$ cat src/rtl/hcmask_pkg.sv
// Shared types and constants for the hot-channel mask controller.
// Optional readback port is enabled with HCMASK_READBACK_EN (see hcmask_ctrl).
package hcmask_pkg;

    localparam int unsigned LAYER_W    = 96;
    localparam int unsigned NLAYERS    = 6;
    localparam int unsigned NCH_DEF    = LAYER_W * NLAYERS;
    localparam int unsigned WW_DEF     = 16;
    localparam int unsigned SETTLE_DEF = 8;

    typedef enum logic [2:0] {
        StIdle,
        StLoad,
        StDrain,
        StSwap,
        StSettle
    } hcmask_state_e;

endpackage

$ cat src/rtl/hcmask_settle_timer.sv
// Loadable 8-bit down-counter with zero flag; paces the DRAIN and SETTLE phases.
module hcmask_settle_timer (
    input  logic       clk,
    input  logic       rst,
    input  logic       load_i,
    input  logic [7:0] load_val_i,
    output logic       zero_o
);

    logic [7:0] cnt_q;

    always_ff @(posedge clk or posedge rst) begin
        if (rst) begin
            cnt_q <= '0;
        end else if (load_i) begin
            cnt_q <= load_val_i;
        end else if (cnt_q != 8'd0) begin
            cnt_q <= cnt_q - 8'd1;
        end
    end

    assign zero_o = (cnt_q == 8'd0);

endmodule

$ cat src/rtl/hcmask_ctrl.sv
// Hot-channel mask controller: shadow load over 16-bit words, quiesced atomic swap.
// Define HCMASK_READBACK_EN to add the rd_addr/rd_data active-mask readback port.
module hcmask_ctrl
    import hcmask_pkg::*;
#(
    parameter int unsigned NCH    = NCH_DEF,
    parameter int unsigned WW     = WW_DEF,
    parameter int unsigned SETTLE = SETTLE_DEF
) (
    input  logic           clk,
    input  logic           rst,
    input  logic           cfg_start,
    input  logic           cfg_wr,
    input  logic [WW-1:0]  cfg_data,
    input  logic           cfg_commit,
    output logic           cfg_busy,
    output logic           cfg_done,
    output logic           cfg_err,
    output logic [5:0]     word_cnt,
    output logic [NCH-1:0] HCmask,
    output logic           input_disr
`ifdef HCMASK_READBACK_EN
    ,
    input  logic [5:0]     rd_addr,
    output logic [WW-1:0]  rd_data
`endif
);

    localparam int unsigned NWORDS    = NCH / WW;
    localparam int unsigned IDXW      = $clog2(NCH);
    localparam logic [5:0]  NWORDS_C  = 6'(NWORDS);
    localparam logic [7:0]  SETTLE_LD = 8'(SETTLE - 1);

    hcmask_state_e  state_q;
    logic [NCH-1:0] shadow_q;

    logic           wr_ok;
    logic [5:0]     cnt_after_wr;
    logic           commit_ok;
    logic           timer_load;
    logic           timer_zero;
    logic           busy_poke;
    logic [IDXW-1:0] wr_base;

    // Commit is judged against the count including any same-cycle write.
    always_comb begin
        wr_ok        = cfg_wr && (word_cnt < NWORDS_C);
        cnt_after_wr = word_cnt + {5'd0, wr_ok};
        commit_ok    = (state_q == StLoad) && !cfg_start && cfg_commit
                       && (cnt_after_wr == NWORDS_C);
        timer_load   = commit_ok || (state_q == StSwap);
        busy_poke    = cfg_start || cfg_wr || cfg_commit;
        wr_base      = IDXW'(word_cnt * WW);
    end

    hcmask_settle_timer u_timer (
        .clk        (clk),
        .rst        (rst),
        .load_i     (timer_load),
        .load_val_i (SETTLE_LD),
        .zero_o     (timer_zero)
    );

    always_ff @(posedge clk or posedge rst) begin
        if (rst) begin
            state_q    <= StIdle;
            shadow_q   <= '1;
            HCmask     <= '1;
            input_disr <= 1'b0;
            cfg_busy   <= 1'b0;
            cfg_done   <= 1'b0;
            cfg_err    <= 1'b0;
            word_cnt   <= '0;
        end else begin
            cfg_done <= 1'b0;
            unique case (state_q)
                StIdle: begin
                    if (cfg_start) begin
                        state_q  <= StLoad;
                        word_cnt <= '0;
                        cfg_err  <= 1'b0;
                    end else if (cfg_wr || cfg_commit) begin
                        cfg_err <= 1'b1;
                    end
                end
                StLoad: begin
                    if (cfg_start) begin
                        word_cnt <= '0;
                        cfg_err  <= 1'b0;
                    end else begin
                        if (cfg_wr) begin
                            if (wr_ok) begin
                                shadow_q[wr_base +: WW] <= cfg_data;
                                word_cnt                <= cnt_after_wr;
                            end else begin
                                cfg_err <= 1'b1;
                            end
                        end
                        if (cfg_commit) begin
                            if (commit_ok) begin
                                state_q    <= StDrain;
                                input_disr <= 1'b1;
                                cfg_busy   <= 1'b1;
                            end else begin
                                state_q <= StIdle;
                                cfg_err <= 1'b1;
                            end
                        end
                    end
                end
                StDrain: begin
                    if (busy_poke) cfg_err <= 1'b1;
                    if (timer_zero) state_q <= StSwap;
                end
                StSwap: begin
                    if (busy_poke) cfg_err <= 1'b1;
                    HCmask  <= shadow_q;
                    state_q <= StSettle;
                end
                StSettle: begin
                    if (busy_poke) cfg_err <= 1'b1;
                    if (timer_zero) begin
                        state_q    <= StIdle;
                        input_disr <= 1'b0;
                        cfg_busy   <= 1'b0;
                        cfg_done   <= 1'b1;
                        word_cnt   <= '0;
                    end
                end
                default: state_q <= StIdle;
            endcase
        end
    end

`ifdef HCMASK_READBACK_EN
    logic [IDXW-1:0] rd_base;
    assign rd_base = IDXW'(rd_addr * WW);

    always_ff @(posedge clk or posedge rst) begin
        if (rst) begin
            rd_data <= '0;
        end else if (rd_addr < NWORDS_C) begin
            rd_data <= HCmask[rd_base +: WW];
        end else begin
            rd_data <= '0;
        end
    end
`endif

endmodule

$ cat config.mk
export PLATFORM = sky130hd
export DESIGN_NAME = hcmask_ctrl
export DESIGN_NICKNAME = d
export VERILOG_FILES = /design/src/rtl/hcmask_pkg.sv /design/src/rtl/hcmask_settle_timer.sv /design/src/rtl/hcmask_ctrl.sv
export SDC_FILE = /design/constraint.sdc
export NUM_CORES = 2
export LEC_CHECK = 0
export ABC_AREA = 0
export BUFFER_PORTS_ARGS = -buffer_cell sky130_fd_sc_hd__buf_4
export CORE_MARGIN = 2
export CORE_UTILIZATION = 60
export CTS_BUF_LIST = sky130_fd_sc_hd__clkbuf_8
export CTS_CLUSTER_SIZE = 20
export DETAILED_ROUTE_END_ITERATION = 10
export HOLD_SLACK_MARGIN = 0.12
export PLACE_DENSITY = 0.82
export SLEW_MARGIN = 20
export SYNTH_ARGS = -nofsm -noshare
export SYNTH_HDL_FRONTEND = slang
export SYNTH_SLANG_ARGS = --single-unit
$ cat constraint.sdc
create_clock -name clk -period 39.7 [get_ports clk]
set_input_delay 5.955 -clock clk [delete_from_list [all_inputs] [get_ports clk]]
set_output_delay 5.955 -clock clk [all_outputs]
set_load 0.02 [all_outputs]
; ---- Yosys cells after proc, flatten, opt, wreduce, memory -nomap -nowiden
; Cells that the tools add are included.
[word_totals]
output_inout_bits = 586
ff_bits = 1172
in_bits = 21
[op_classes]
shifts = 2
reduce_logical = 22
bitwise = 1
muxes = 32
addsub = 3
eq_ne = 15
magnitude_cmp = 1
[ops]
columns = cell, count
row1 = $bwmux 576, 1
row2 = $shift 16x12->576 const A, 1
row3 = $shiftx 16x12->576, 1
row4 = $mux 6, 5
row5 = $pmux 6 s3, 1
row6 = $mux 8, 2
row7 = $mux 3, 5
row8 = $pmux 3 s5, 1
row9 = $reduce_and 5->1, 3
row10 = $mux 1, 14
row11 = $ne 2x2->1 const B, 6
row12 = $neg 10->12, 1
row13 = $ne 3x3->1 const B, 3
row14 = $logic_not 8->1, 1
row15 = $reduce_bool 8->1, 1
row16 = $sub 8x1->8 const B, 1
row17 = $add 6x1->6, 1
row18 = $eq 3x2->1 const B, 2
row19 = $eq 6x6->1 const B, 1
row20 = $lt 6x6->1 const B, 1
row21 = $reduce_bool 3->1, 2
row22 = $logic_and 1x1->1, 4
row23 = $logic_or 1x1->1, 4
row24 = $reduce_and 4->1, 1
row25 = other kinds (12), 13

; ---- Longest topological paths before layout
[depth]
word_depth = 9
mapped_depth = 11
depth_no_buf = 9

; ---- Modules after synthesis
; Synthesis repeated with hierarchy kept, for this count alone.
[hier_totals]
cells_unflattened = 3186
hier_area_um2 = 47300.4
[by_module_without_submodules]
columns = module, cells_each, area_each_um2, seq_area_each_um2, n_inst
row1 = hcmask_ctrl, 3130, 46803.6, 30569.3, 1
row2 = hcmask_settle_timer, 56, 496.7, 200.2, 1

; ---- Worst setup path after synthesis
; No wires, ideal clock.
[synth_path]
path_type = input-to-reg
from = input port cfg_start
to = register shadow_q[512]
required_time_ps = 39618
cell_stages = 7
arrival_time_ps = 7781
n_path_buf = 3
slack_ps = 31836
cell_sequence = or4b_1 clkbuf_2 or3_1 buf_2 nor2_4 buf_4 mux2_2
[synth_between]
elab_chain_len = 2
[synth_rtl]
columns = element, line
row1 = start: declaration, hcmask_ctrl.sv:12  ; input logic cfg_start,
row2 = $not 1->1 (no line), --
row3 = $reduce_and 4->1 (no line), --
row4 = end signal: indexed assignment, hcmask_ctrl.sv:93  ; shadow_q[wr_base +: WW] <= cfg_data;
row5 = end: declaration, hcmask_ctrl.sv:35  ; logic [NCH-1:0] shadow_q;
; No other way between the ends.
; A chain may end at the register's enable or synchronous reset.

==> metrics.json <==
{
  "floorplanning": {
    "chipHeight_um": 285.4,
    "number_of_top_level_design_ports": 607,
    "initial_utilization_pct": 60.42,
    "floorplan.core_area_um2": 78610,
    "floorplan.die.width_um": 285.4,
    "fp-row-count": 103,
    "design.die.area_um2": 81430
  },
  "place": {
    "placedInstanceArea_um2": 52810,
    "port_buffers": 606,
    "gp_congestion": 0.8379,
    "place_hpwl_mm": 78.67
  },
  "hold_path": {
    "min_path_cells": 2,
    "hold_path.startpoint": "shadow_q[464]",
    "hold_class": "flop to flop",
    "min_to": "shadow_q[464]"
  },
  "worst_setup_path": {
    "critPathLaunchType": "input pin",
    "critical_path_arrival_ps": 9240,
    "critical_path.cell_chain": "buf_4 -> inv_8 -> buf_4 -> buf_6 -> buf_4",
    "timing.critical_path.slowest_cell_delay_ps": 900,
    "timing_worst_setup_path_type": "input pin to async pin",
    "critical-path-top-cell-by-count": "sky130_fd_sc_hd__buf_4",
    "worst_reg2reg_setup_slack_ps": 35060,
    "crit_required_ps": 40620,
    "crit_path_max_fanout": 115,
    "reg2regPathDepth": 7,
    "timing.critical_path.max_delay_family": "buffers and inverters",
    "cp_slowest_cell": "sky130_fd_sc_hd__buf_4",
    "timing.rr.start": "word_cnt[0]",
    "count_of_buffering_cells_on_the_critical_path_with_inverters_included": 5,
    "r2r_end": "shadow_q[226]",
    "critical_path.endpoint_type": "async pin"
  },
  "logic_synthesis": {
    "synthMuxAreaShare_pct": 24.04,
    "mappedNetlistNets": 3143,
    "synth_adder_area_share_pct": 0.1844,
    "synth_cells": 3115,
    "ys.flop_type": "sky130_fd_sc_hd__dfstp_2",
    "post_synth_instance_area_um2": 47500,
    "synth.most_common_cell": "sky130_fd_sc_hd__dfstp_2",
    "synthXorXnorAreaFrac_pct": 0.3135,
    "ys_top_cells_by_count": "1,152 x sky130_fd_sc_hd__dfstp_2, 934 x sky130_fd_sc_hd__mux2_2, 200 x sky130_fd_sc_hd__nand2_1",
    "synth_largest_type_area_fraction_pct": 63.73,
    "synthesis.yosys.warnings": 0,
    "ys_ff_latch": 1172,
    "synthDominantAreaCellType": "sky130_fd_sc_hd__dfstp_2",
    "combinational_family_with_the_most_area_after_synthesis": "multiplexers",
    "synth_simple_gate_area_share_pct": 5.305,
    "synth_area_per_cell_um2": 15.25,
    "synth-edff-count": 0,
    "seq_total_area_yosys_pct": 64.78,
    "synth_area_leaders": "sky130_fd_sc_hd__dfstp_2 64%, sky130_fd_sc_hd__mux2_2 22%, sky130_fd_sc_hd__nand2_1 1.6%",
    "synth_cell_types": 76,
    "synth_compound_gate_area_share_pct": 3.037,
    "postSynth.asyncResetShare_pct": 100.0
  },
  "power": {
    "vdd_ir_drop_max_uv": 32.84,
    "p_per_area_nw_per_um2": 40.19,
    "static-leakage-power_nw": 25.01
  },
  "cells_and_area": {
    "final_nets": 3762,
    "fillerInstances": 5168,
    "drive_gt1_share_pct": 79.31,
    "syn_to_final_growth_pct": 18.84,
    "finalInstanceArea_um2": 56450
  },
  "timing": {
    "post_route_clock_period_utilization_pct": 20.95,
    "period_needed_ps": 8316,
    "report.final.setup_viol": 0,
    "timing.slew.headroom_pct": 22.81,
    "setup_repair_after_global_routing_missed_its_margin": "no",
    "timing.final.hold_violations": 0,
    "worst_slew_pin_slew_ps": 1158,
    "tns_ps": 0,
    "final.setup_skew_ps": 45.81,
    "maxClockFrequency_ghz": 0.1203,
    "final-max-slew-violation-count": 0
  },
  "clocking": {
    "htreeDepth": 4,
    "cts-root-buf": "sky130_fd_sc_hd__clkbuf_8",
    "post_cts_setup_repair_buffer_count": 0,
    "cts_sinks": 1172,
    "cts-resized-gates": 0,
    "cts_tree": "done",
    "post_cts_hold_buffer_count": 0,
    "clkTransAtPathRegs_ps": 60,
    "clock_tree.buffer_depth": 3,
    "worst_skew_pair.late_latency_ps": 850,
    "numCtsBuffers": 182
  },
  "global_routing": {
    "number_of_antenna_violations_at_the_first_check_in_global_routing": 10,
    "globalRoute.totalOverflow": 0,
    "track_usage_pct": 30.47,
    "grt_first_pass_wirelength_mm": 186.5,
    "maximum_number_of_pins_on_one_net_before_global_route_repair": 187,
    "first_global_vias": 29630
  },
  "route": {
    "antenna_nets_post_route": 0,
    "drc": 0,
    "routed_vias": 28550,
    "drt-initial-drc-count": 1904,
    "post_drt_wl_per_cell_um": 25.25,
    "routed_via_density": 5.798,
    "detail_route.wirelength_mm": 124.3,
    "first_pass_iters": 5
  },
  "status": {
    "status": "complete, no violations"
  },
  "job": {
    "drv_cap": 0
  }
}
[layer usage]
layer,vias to the layer above,wire length [µm],global-route usage (%)
met5,-,0,0
met4,0,5076,13.73
met3,252,9162,8.080
met2,1009,59400,47.81
met1,14980,50670,40.06
li1,12310,-,-
[kinds of logic after synthesis]
group / count (synthesis)
AOI/OAI and AO/OA: 192
xor gates and xnor gates: 14
adders and majority gates: 7
buffers and inverters: 242
DFF: 1172
muxes: 1012
and+or+nand+nor: 476
[power by group]
group,total (mW),switching [mW],internal [mW],leakage (nW)
combinational,0.0722,0.0593,0.0129,10.8
clock,0.981,0.470,0.511,2.10
sequential,1.22,0.00357,1.21,12.2
[cell type report]
cell class                 instances  area, µm²  share of cell area, %
clock buffer                     224       3083                  5.462
inverter                          25      101.3                 0.1795
clock inverter                    93      479.2                 0.8490
multi-input combinational       1701      15710                  27.82
sequential                      1172      30770                  54.51
tap                             1050       1314                  2.327
timing repair buffer             652       4975                  8.813
antenna                            7      17.52                0.03103
[stage by stage]
stage                     util (%)  cells  total power, mW  hold WS, ps  setup slack [ps]
final                        71.80   4924            2.268        469.9             31380
after global routing         71.79   4921            2.350        486.4             30950
after CTS                    71.71   4915            2.288        470.4             31030
after detailed placement     67.18   4598            1.305        462.0             30130
after global placement       67.15   4596            1.304        458.5             30160
after floorplan                  -   3115            1.268        450.4              2639
[worst min-delay path, delay by kind of cell (launching register included)]
| family | cells | cell delay, ps |
|---|---|---|
| AND/OR/NAND/NOR | 1 | 50 |
| AO/OA/AOI/OAI | 1 | 50 |
| flip-flops | 1 | 370 |
[worst max path at each step]
stage          from             to  cells after the start
3_3_place_gp    rst    HCmask[468]                      5
3_5_place_dp    rst    HCmask[371]                      5
5_1_grt         rst    HCmask[475]                      5
4_1_cts         rst  shadow_q[125]                      5
2_1_floorplan   rst       cfg_done                      1
6_report        rst    HCmask[475]                      5
[sequential cells by signal, indices dropped and copies added, names as in the netlist]
register and count:
HCmask 576, cfg_done 1, input_disr 1, cfg_err 1, u_timer.cnt_q 8, word_cnt 6
state_q 3, shadow_q 576
[placed cells by master (no fill, tap or decap), types with 5 or more instances in the layout]
master                     netlist  final
sky130_fd_sc_hd__a21oi_1         5      5
sky130_fd_sc_hd__and2_1         13     13
sky130_fd_sc_hd__buf_4          15    643
sky130_fd_sc_hd__clkbuf_8        0    224
sky130_fd_sc_hd__clkinv_2        0     13
sky130_fd_sc_hd__dfrtp_1        20     19
sky130_fd_sc_hd__dfstp_2      1152   1152
sky130_fd_sc_hd__diode_2         0      7
sky130_fd_sc_hd__ha_1            7      7
sky130_fd_sc_hd__inv_1          24     91
sky130_fd_sc_hd__inv_8           0      5
sky130_fd_sc_hd__mux2_1         51     51
sky130_fd_sc_hd__mux2_2        934    934
sky130_fd_sc_hd__mux2_4         10     10
sky130_fd_sc_hd__mux2i_1        16     16
sky130_fd_sc_hd__nand2_1       200    199
sky130_fd_sc_hd__nand2b_1        9      8
sky130_fd_sc_hd__nand3_1        21     20
sky130_fd_sc_hd__nand4_2         6      6
sky130_fd_sc_hd__nor2_1         75     74
sky130_fd_sc_hd__nor2_4          8      9
sky130_fd_sc_hd__nor2b_1        17     17
sky130_fd_sc_hd__nor3_1         29     28
sky130_fd_sc_hd__nor3_2         12     12
sky130_fd_sc_hd__nor3_4          4      5
sky130_fd_sc_hd__nor4_1         35     35
sky130_fd_sc_hd__o211ai_1        7      7
sky130_fd_sc_hd__o21ai_0        23     23
sky130_fd_sc_hd__o31ai_1        98     98
sky130_fd_sc_hd__o41ai_1        32     32
sky130_fd_sc_hd__or2_2           5      5
sky130_fd_sc_hd__or3_1           8      8
sky130_fd_sc_hd__xnor2_1         7      7
sky130_fd_sc_hd__xor2_1          5      5
Power figures use the tool's default switching activity.
